`src/rtl/alarm_ring_ctrl_pkg.sv`:
```
// Shared definitions for the alarm ring controller: UI mode code, FSM states,
// button bit positions and the packed time-of-day record.
package alarm_ring_ctrl_pkg;

    localparam logic [3:0] MODE_ALARM_SET = 4'b0000;

    localparam int BTN_SNOOZE_A = 0;
    localparam int BTN_SNOOZE_B = 1;
    localparam int BTN_STOP_A   = 2;
    localparam int BTN_STOP_B   = 3;

    typedef enum logic [1:0] {
        ST_IDLE   = 2'd0,
        ST_ARMED  = 2'd1,
        ST_RING   = 2'd2,
        ST_SNOOZE = 2'd3
    } alarm_state_e;

    typedef struct packed {
        logic       meridiem;
        logic [6:0] hour;
        logic [6:0] min;
        logic [6:0] sec;
    } time_t;

    localparam int TIME_W = $bits(time_t);

    // All four fields must agree for the alarm to match.
    function automatic logic time_eq(input time_t a, input time_t b);
        return (a.meridiem == b.meridiem) && (a.hour == b.hour) &&
               (a.min == b.min) && (a.sec == b.sec);
    endfunction

endpackage

```
`src/rtl/alarm_time_match.sv`:
```
// Compares running time with the programmed alarm and flags the first cycle
// of a match, so a match held for several seconds fires only once.
module alarm_time_match
    import alarm_ring_ctrl_pkg::*;
(
    input  logic              CLK,
    input  logic              RESET,
    input  logic [TIME_W-1:0] cur_time,
    input  logic [TIME_W-1:0] alm_time,
    output logic              hit
);

    time_t cur_s;
    time_t alm_s;
    logic  match_s;
    logic  match_r;

    assign cur_s   = time_t'(cur_time);
    assign alm_s   = time_t'(alm_time);
    assign match_s = time_eq(cur_s, alm_s);

    // Remember last cycle's match for rising-edge detection.
    always_ff @(posedge CLK or negedge RESET) begin
        if (!RESET) begin
            match_r <= 1'b0;
        end else begin
            match_r <= match_s;
        end
    end

    assign hit = match_s & ~match_r;

endmodule

```
`src/rtl/alarm_ring_ctrl.sv`:
```
// Alarm sequencing: arm/disarm, ring with 1 Hz buzzer pattern, snooze
// countdown with a per-event limit and automatic ring timeout.
module alarm_ring_ctrl
    import alarm_ring_ctrl_pkg::*;
#(
    parameter int SNOOZE_SEC       = 300,
    parameter int RING_TIMEOUT_SEC = 60,
    parameter int MAX_SNOOZE       = 3
) (
    input  logic       CLK,
    input  logic       RESET,
    input  logic       TICK_1HZ,
    input  logic [3:0] MODE,
    input  logic [3:0] NUM_SYNC,
    input  logic       ARM_BTN,
    input  logic       CUR_MERIDIEM,
    input  logic [6:0] CUR_HOUR,
    input  logic [6:0] CUR_MIN,
    input  logic [6:0] CUR_SEC,
    input  logic       ALM_MERIDIEM,
    input  logic [6:0] ALM_HOUR,
    input  logic [6:0] ALM_MIN,
    input  logic [6:0] ALM_SEC,
    output logic       ALARM_EN,
    output logic       RINGING,
    output logic       SNOOZING,
    output logic       BUZZ,
    output logic [8:0] SNOOZE_LEFT,
    output logic [1:0] SNOOZE_CNT
);

    localparam logic [7:0] RING_LAST  = 8'(RING_TIMEOUT_SEC - 1);
    localparam logic [8:0] SNOOZE_LEN = 9'(SNOOZE_SEC);
    localparam logic [1:0] SNOOZE_MAX = 2'(MAX_SNOOZE);

    logic [TIME_W-1:0] cur_time_s;
    logic [TIME_W-1:0] alm_time_s;
    logic              raw_hit_s;
    logic              hit_s;
    logic              stop_s;
    logic              snooze_s;

    alarm_state_e state_r;
    alarm_state_e state_nx_s;
    logic [7:0]   ring_cnt_r;
    logic [7:0]   ring_cnt_nx_s;
    logic         buzz_r;
    logic         buzz_nx_s;
    logic [8:0]   left_r;
    logic [8:0]   left_nx_s;
    logic [1:0]   snz_cnt_r;
    logic [1:0]   snz_cnt_nx_s;
    logic         alarm_en_r;
    logic         ringing_r;
    logic         snoozing_r;

    assign cur_time_s = {CUR_MERIDIEM, CUR_HOUR, CUR_MIN, CUR_SEC};
    assign alm_time_s = {ALM_MERIDIEM, ALM_HOUR, ALM_MIN, ALM_SEC};

    alarm_time_match u_match (
        .CLK      (CLK),
        .RESET    (RESET),
        .cur_time (cur_time_s),
        .alm_time (alm_time_s),
        .hit      (raw_hit_s)
    );

    // The edge detector still tracks matches in alarm-set mode, so leaving
    // that mode during a held match does not fire a late ring.
    assign hit_s    = raw_hit_s & (MODE != MODE_ALARM_SET);
    assign stop_s   = NUM_SYNC[BTN_STOP_A] | NUM_SYNC[BTN_STOP_B];
    assign snooze_s = NUM_SYNC[BTN_SNOOZE_A] | NUM_SYNC[BTN_SNOOZE_B];

    // Next-state and datapath decisions; a button in the same cycle as a tick
    // wins and the tick is dropped.
    always_comb begin
        state_nx_s    = state_r;
        ring_cnt_nx_s = ring_cnt_r;
        buzz_nx_s     = buzz_r;
        left_nx_s     = left_r;
        snz_cnt_nx_s  = snz_cnt_r;
        case (state_r)
            ST_IDLE: begin
                if (ARM_BTN) begin
                    state_nx_s = ST_ARMED;
                end else begin
                    state_nx_s = ST_IDLE;
                end
            end
            ST_ARMED: begin
                if (ARM_BTN) begin
                    state_nx_s = ST_IDLE;
                end else if (hit_s) begin
                    state_nx_s    = ST_RING;
                    ring_cnt_nx_s = 8'd0;
                    buzz_nx_s     = 1'b1;
                    snz_cnt_nx_s  = 2'd0;
                end else begin
                    state_nx_s = ST_ARMED;
                end
            end
            ST_RING: begin
                if (ARM_BTN) begin
                    state_nx_s    = ST_IDLE;
                    ring_cnt_nx_s = 8'd0;
                    buzz_nx_s     = 1'b0;
                    left_nx_s     = 9'd0;
                    snz_cnt_nx_s  = 2'd0;
                end else if (stop_s || (TICK_1HZ && (ring_cnt_r == RING_LAST))) begin
                    state_nx_s    = ST_ARMED;
                    ring_cnt_nx_s = 8'd0;
                    buzz_nx_s     = 1'b0;
                    left_nx_s     = 9'd0;
                    snz_cnt_nx_s  = 2'd0;
                end else if (snooze_s) begin
                    if (snz_cnt_r < SNOOZE_MAX) begin
                        state_nx_s   = ST_SNOOZE;
                        buzz_nx_s    = 1'b0;
                        left_nx_s    = SNOOZE_LEN;
                        snz_cnt_nx_s = snz_cnt_r + 2'd1;
                    end else begin
                        state_nx_s    = ST_ARMED;
                        ring_cnt_nx_s = 8'd0;
                        buzz_nx_s     = 1'b0;
                        left_nx_s     = 9'd0;
                        snz_cnt_nx_s  = 2'd0;
                    end
                end else if (TICK_1HZ) begin
                    buzz_nx_s = ~buzz_r;
                    if (ring_cnt_r != 8'hFF) begin
                        ring_cnt_nx_s = ring_cnt_r + 8'd1;
                    end else begin
                        ring_cnt_nx_s = ring_cnt_r;
                    end
                end else begin
                    state_nx_s = ST_RING;
                end
            end
            ST_SNOOZE: begin
                if (ARM_BTN) begin
                    state_nx_s    = ST_IDLE;
                    ring_cnt_nx_s = 8'd0;
                    buzz_nx_s     = 1'b0;
                    left_nx_s     = 9'd0;
                    snz_cnt_nx_s  = 2'd0;
                end else if (stop_s) begin
                    state_nx_s    = ST_ARMED;
                    ring_cnt_nx_s = 8'd0;
                    buzz_nx_s     = 1'b0;
                    left_nx_s     = 9'd0;
                    snz_cnt_nx_s  = 2'd0;
                end else if (TICK_1HZ) begin
                    if (left_r <= 9'd1) begin
                        state_nx_s    = ST_RING;
                        ring_cnt_nx_s = 8'd0;
                        buzz_nx_s     = 1'b1;
                        left_nx_s     = 9'd0;
                    end else begin
                        left_nx_s = left_r - 9'd1;
                    end
                end else begin
                    state_nx_s = ST_SNOOZE;
                end
            end
            default: begin
                state_nx_s    = ST_IDLE;
                ring_cnt_nx_s = 8'd0;
                buzz_nx_s     = 1'b0;
                left_nx_s     = 9'd0;
                snz_cnt_nx_s  = 2'd0;
            end
        endcase
    end

    // State, counters and registered status flags; reset clears BUZZ at once.
    always_ff @(posedge CLK or negedge RESET) begin
        if (!RESET) begin
            state_r    <= ST_IDLE;
            ring_cnt_r <= 8'd0;
            buzz_r     <= 1'b0;
            left_r     <= 9'd0;
            snz_cnt_r  <= 2'd0;
            alarm_en_r <= 1'b0;
            ringing_r  <= 1'b0;
            snoozing_r <= 1'b0;
        end else begin
            state_r    <= state_nx_s;
            ring_cnt_r <= ring_cnt_nx_s;
            buzz_r     <= buzz_nx_s;
            left_r     <= left_nx_s;
            snz_cnt_r  <= snz_cnt_nx_s;
            alarm_en_r <= (state_nx_s != ST_IDLE);
            ringing_r  <= (state_nx_s == ST_RING);
            snoozing_r <= (state_nx_s == ST_SNOOZE);
        end
    end

    assign ALARM_EN    = alarm_en_r;
    assign RINGING     = ringing_r;
    assign SNOOZING    = snoozing_r;
    assign BUZZ        = buzz_r;
    assign SNOOZE_LEFT = left_r;
    assign SNOOZE_CNT  = snz_cnt_r;

endmodule
```
`config.mk`:
```
export PLATFORM = sky130hd
export DESIGN_NAME = alarm_ring_ctrl
export DESIGN_NICKNAME = d
export VERILOG_FILES = /design/src/rtl/alarm_ring_ctrl_pkg.sv /design/src/rtl/alarm_time_match.sv /design/src/rtl/alarm_ring_ctrl.sv
export SDC_FILE = /design/constraint.sdc
export NUM_CORES = 1
export LEC_CHECK = 0
export ABC_AREA = 1
export CAP_MARGIN = 10
export CORE_UTILIZATION = 46
export DETAILED_ROUTE_END_ITERATION = 12
export PLACE_DENSITY = 0.91
export REMOVE_ABC_BUFFERS = 1
export SLEW_MARGIN = 20
export SYNTH_ARGS = -nofsm -noshare
export SYNTH_HDL_FRONTEND = slang
export SYNTH_SLANG_ARGS = --single-unit
```
`constraint.sdc`:
```
create_clock -name CLK -period 1.9 [get_ports CLK]
set_clock_uncertainty 0.05 [all_clocks]
set_input_delay 0.285 -clock CLK [delete_from_list [all_inputs] [get_ports CLK]]
set_output_delay 0.285 -clock CLK [all_outputs]
set_load 0.05 [all_outputs]
```
# [Word-level counts from Yosys, hierarchy flattened]
# Index checks and enable logic that the tools add are counted.
[word_totals] register_bits=26 output_inout_bits=15
[classes] addsub=3 order_cmp=2 n_eq_ne=20 n_mux=55 n_bitwise=6 reduce_logical=14
[op_table] cell="$mux W8" n=12
[op_table] cell="$mux W9" n=8
[op_table] cell="$mux W2" n=19
[op_table] cell="$pmux W8 S3" n=1
[op_table] cell="$eq A7 B7 Y1" n=3
[op_table] cell="$pmux W9 S2" n=1
[op_table] cell="$ne A5 B5 Y1 const B" n=3
[op_table] cell="$ne A4 B4 Y1 const B" n=3
[op_table] cell="$mux W1" n=11
[op_table] cell="$le A9 B1 Y1 const B" n=1
[op_table] cell="$sub A9 B1 Y9 const B" n=1
[op_table] cell="$add A8 B1 Y8 const B" n=1
[op_table] cell="$eq A2 B2 Y1 const B" n=4
[op_table] cell="$eq A8 B6 Y1 const B" n=1
[op_table] cell="$ne A8 B8 Y1 const B" n=1
[op_table] cell="$pmux W2 S4" n=1
[op_table] cell="$reduce_and A8 Y1" n=1
[op_table] cell="$pmux W2 S3" n=1
[op_table] cell="$reduce_and A6 Y1" n=1
[op_table] cell="$reduce_and A5 Y1" n=1
[op_table] cell="$logic_and A1 B1 Y1" n=4
[op_table] cell="$ne A2 B2 Y1 const B" n=2
[op_table] cell="$reduce_bool A2 Y1" n=2
[op_table] cell="$reduce_bool A4 Y1" n=1
[op_table] cell="13 further kinds" n=16

# [Logic depth before layout (Yosys ltp)]
[logic_depth] ltp_word=10 depth_mapped=13

# [Modules after synthesis]
# A second synthesis with hierarchy kept.
[hier_totals] hier_cells=347 hier_area_um2=2202.1
[modules_own_cells] mod="alarm_ring_ctrl" instances=1 cells_per_inst=230 area_per_inst_um2=1712.9 seq_area_each_um2=625.6
[modules_own_cells] mod="alarm_time_match" instances=1 cells_per_inst=117 area_per_inst_um2=489.2 seq_area_each_um2=25.0

# [Least setup slack after synthesis]
# No wires, ideal clock.
[synth_path] path_type="register to register" startpoint="reg left_r[1], in the netlist SNOOZE_LEFT[1]" endpoint="reg ring_cnt_r[2]" arrival_ns=1.680 t_required_ns=1.733 setup_slack_ns=0.053 stages_incl_launch_ff=12 path_buffers=0 synth_period_minus_slack_ns=1.847 cell_sequence="dfrtp_1 -> inv_1 -> ha_1 -> nand3_1 -> nand2_1 -> nand2_1 -> nand2_2 -> nand2_1 -> nor2_8 -> nand3_4 -> nand2_1 -> nand2_1"
[synth_via] elab_chain_cells=3
[synth_lines] item="start: declaration" line="alarm_ring_ctrl.sv:49" source="logic [8:0] left_r;"
[synth_lines] item="start signal: assignment" line="alarm_ring_ctrl.sv:190" source="left_r <= left_nx_s;"
[synth_lines] item="$le A9 B1 Y1" line="alarm_ring_ctrl.sv:153" source="if (left_r <= 9'd1) begin"
[synth_lines] item="$ne A4 B4 Y1 (no source line)"
[synth_lines] item="$reduce_and A8 Y1 (no source line)"
[synth_lines] item="end signal: assignment" line="alarm_ring_ctrl.sv:188" source="ring_cnt_r <= ring_cnt_nx_s;"
[synth_lines] item="end: declaration" line="alarm_ring_ctrl.sv:45" source="logic [7:0] ring_cnt_r;"
# Every way passes these cells.
# A chain may end at the register's enable or synchronous reset.

# [Worst setup path in the final report]
[layout_path] startpoint="reg left_r[0], in the netlist SNOOZE_LEFT[0]" endpoint="out SNOOZE_LEFT[0]"
[layout_lines] item="end: declaration" line="alarm_ring_ctrl.sv:28" source="output logic [8:0] SNOOZE_LEFT,"
# No word-level cell between the ends.

==> out/metrics.yaml <==
clockRootBuffer: "clkbuf_8"
drc: 0
synth_top_area_cell: "dfrtp_1"
worstMarginPinSlew_ns: 0.498
timing.hold.ws_ns: 0.305
worstSetupPathType: "reg -> out"
ys_types: 37
r2r.worst_path.cells: 9
multi_input_area_mm2: 0.00125
post_drt_wl_per_cell_um: 12.1
ios: 71
fin_crit_ns: 1.86
cts_made_buffers: 3
initial_core_util_pct: 47.8
fmax_mhz: 539
path_cells: "clkdlybuf4s50_1"
synthToLayoutAreaGrowth_pct: 54.9
start_kind: "flip-flop"
outcome: "completed"
pre_cts_ws_ns: -0.164
cts_hold_buffers: 0
dpl.hpwl_mm: 4.15
ir_worst_vdd_mv: 0.261
dr.first_iter.drc_count: 194
final_common_cell: "nand2_1"
synth.area.top_cells: "dfrtp_1 31%, nand2_1 15%, inv_1 8.7%, nor2_1 6.5%, nand4_1 4.2%"
die_x_um: 69.3
num_rows: 24
cp_data_arrival_time_ns: 1.52
syn_inst: 299
nets: 467
synth_top_area_share_pct: 31.3
dr.pass1.iters: 4
htree_levels: 1
wirelength_mm: 5.54
fill_cells: 287
die_area_mm2: 0.00480
antenna_cells: 0
slew_viol_final: 0
clock-sinks: 26
antenna_found_initial: 0
crit_path_end_kind: "output pin"
cp_max_fo: 4
grt_start_max_net_pins: 27
critPathRequiredTime_ns: 1.56
avgViaCountPerCell: 5.06
drive_gt1_share_pct: 19.0
grt_pass1_wl_mm: 9.67
synth-seq-cells: 26
clk_pin_slew_ns: 0.10
grt_overflow: 0
ys_warn_count: 0
cpMaxStageDelayCell: "clkdlybuf4s50_1"
p_per_area_mw_per_mm2: 521
layout_common_cells: "78 x nand2_1, 63 x clkdlybuf4s50_1, 48 x inv_1"
crit_start: "SNOOZE_LEFT[0]"
r2r_end: "ring_cnt_r[0]"
synth_edf_count: 0
seq_area_um2: 651
p_leak_nw: 1.62
finalCritPeriodShare_pct: 97.7
synthFlopType: "dfrtp_1"
die_h_um: 69.3
placed_cell_area_mm2: 0.00305
r2r_setup_slack_ns: 0.07
finalNonFillerCells: 458
avgSynthCellArea_um2: 6.96
cts.path.max_buffers: 2
path_buf_inv: 1
numPortBuffers: 70
dpl.cell_count: 447
tns_ns: 0
reg2reg_from: "ring_cnt_r[1]"
design_area_mm2: 0.00322
grt_usage_pct: 24.0
crit_family: "buffers and inverters"
layout_setup_ws_ns: 0.0442
hold_viol_final: 0
setup_viol_count_final: 0
coreArea_mm2: 0.00435
cts_tree: "built"
clock_latency_ns: 0.28
finalWeightedCongestion: 0.846
grt_pass1_vias: 2338
async_flop_share_pct: 100
cp_slowest_stage_delay_ns: 0.83
maxCapViolCount: 0
maxSlewHeadroom_pct: 66.7
vias: 2317
min_path_type: "in -> async"
ant_nets: 0
syn-cell-area_mm2: 0.00208
ys_seq_area_share_pct: 31.3
where the power goes:
group | switching [mW] | leakage [nW] | internal, mW | total (mW)
Combinational | 0.309 | 1.26 | 0.271 | 0.579
Clock | 0.193 | 0.0357 | 0.282 | 0.475
Sequential | 0.0360 | 0.328 | 0.590 | 0.626
sequential cells by signal, indices dropped and copies added, names as in the netlist:
| register | flops |
|---|---|
| ALARM_EN | 1 |
| BUZZ | 1 |
| RINGING | 1 |
| SNOOZE_CNT | 2 |
| SNOOZE_LEFT | 9 |
| SNOOZING | 1 |
| ring_cnt_r | 8 |
| state_r | 2 |
| u_match.match_r | 1 |
kinds of logic (layout without fill, tap and decap cells):
| kind of cell | Yosys count | in the layout | share of synthesized area [%] |
|---|---|---|---|
| and+or+nand+nor | 173 | 173 | 41.4 |
| adders and majority gates | 4 | 4 | 2.40 |
| xor gates and xnor gates | 17 | 17 | 7.15 |
| AOI/OAI and AO/OA | 24 | 24 | 7.21 |
| DFF | 26 | 26 | 31.2 |
| buffers and inverters | 55 | 162 | 10.6 |
final cells by class:
cell class / count / share of cell area [%]
clock buffer: 3 / 1.28
inverter: 53 / 6.33
tap: 52 / 2.02
multi-input combinational: 218 / 38.9
timing repair buffer: 105 / 30.3
clock inverter: 1 / 0.931
sequential: 26 / 20.2
routing by layer:
metal  part of all wire [%]  wire length (um)  up-vias  track usage (%)
li1                       -                 -     1162                -
met1                     40              2240     1058             29.3
met2                     53              2920       90             44.6
met3                    5.9               327        7             2.33
met4                    1.1                61        0             6.80
met5                      0                 0        -                0
cell usage after synthesis (2+ instances only):
library cell	number
a21oi_1	6
a22oi_1	3
dfrtp_1	26
ha_1	4
inv_1	48
inv_2	2
inv_4	2
nand2_1	84
nand2_2	3
nand2_4	4
nand3_1	12
nand4_1	14
nor2_1	36
nor2_2	3
nor2_4	2
nor3_1	3
nor3b_1	2
nor3b_2	2
nor4_1	2
o21ai_0	7
o22ai_1	2
o31ai_1	2
xnor2_1	7
xor2_1	10
stage by stage:
step                utilization (%)  power [mW]
CTS                            71.7        1.67
global route                   74.1        1.75
global placement               70.0        1.19
finish                         74.1        1.68
floorplan                         -       0.930
detailed placement             70.0        1.21
how the worst max path moves through the flow:
stage / end / slack, ns / cells past startpoint
6_report: SNOOZE_LEFT[0] / 0.04 / 1
5_1_grt: ring_cnt_r[2] / -0.03 / 13
4_1_cts: ring_cnt_r[7] / 0.02 / 10
3_5_place_dp: ring_cnt_r[2] / -0.16 / 12
3_3_place_gp: ring_cnt_r[6] / -0.09 / 13
2_1_floorplan: ring_cnt_r[0] / 0.04 / 11
timing repair:
item	4_1_cts	5_1_grt
pin swaps	0	8
setup endpoints to repair	8	22
setup buffers	0	7
gates resized for setup	1	15
No activity file was read; power rests on OpenSTA's default activity.
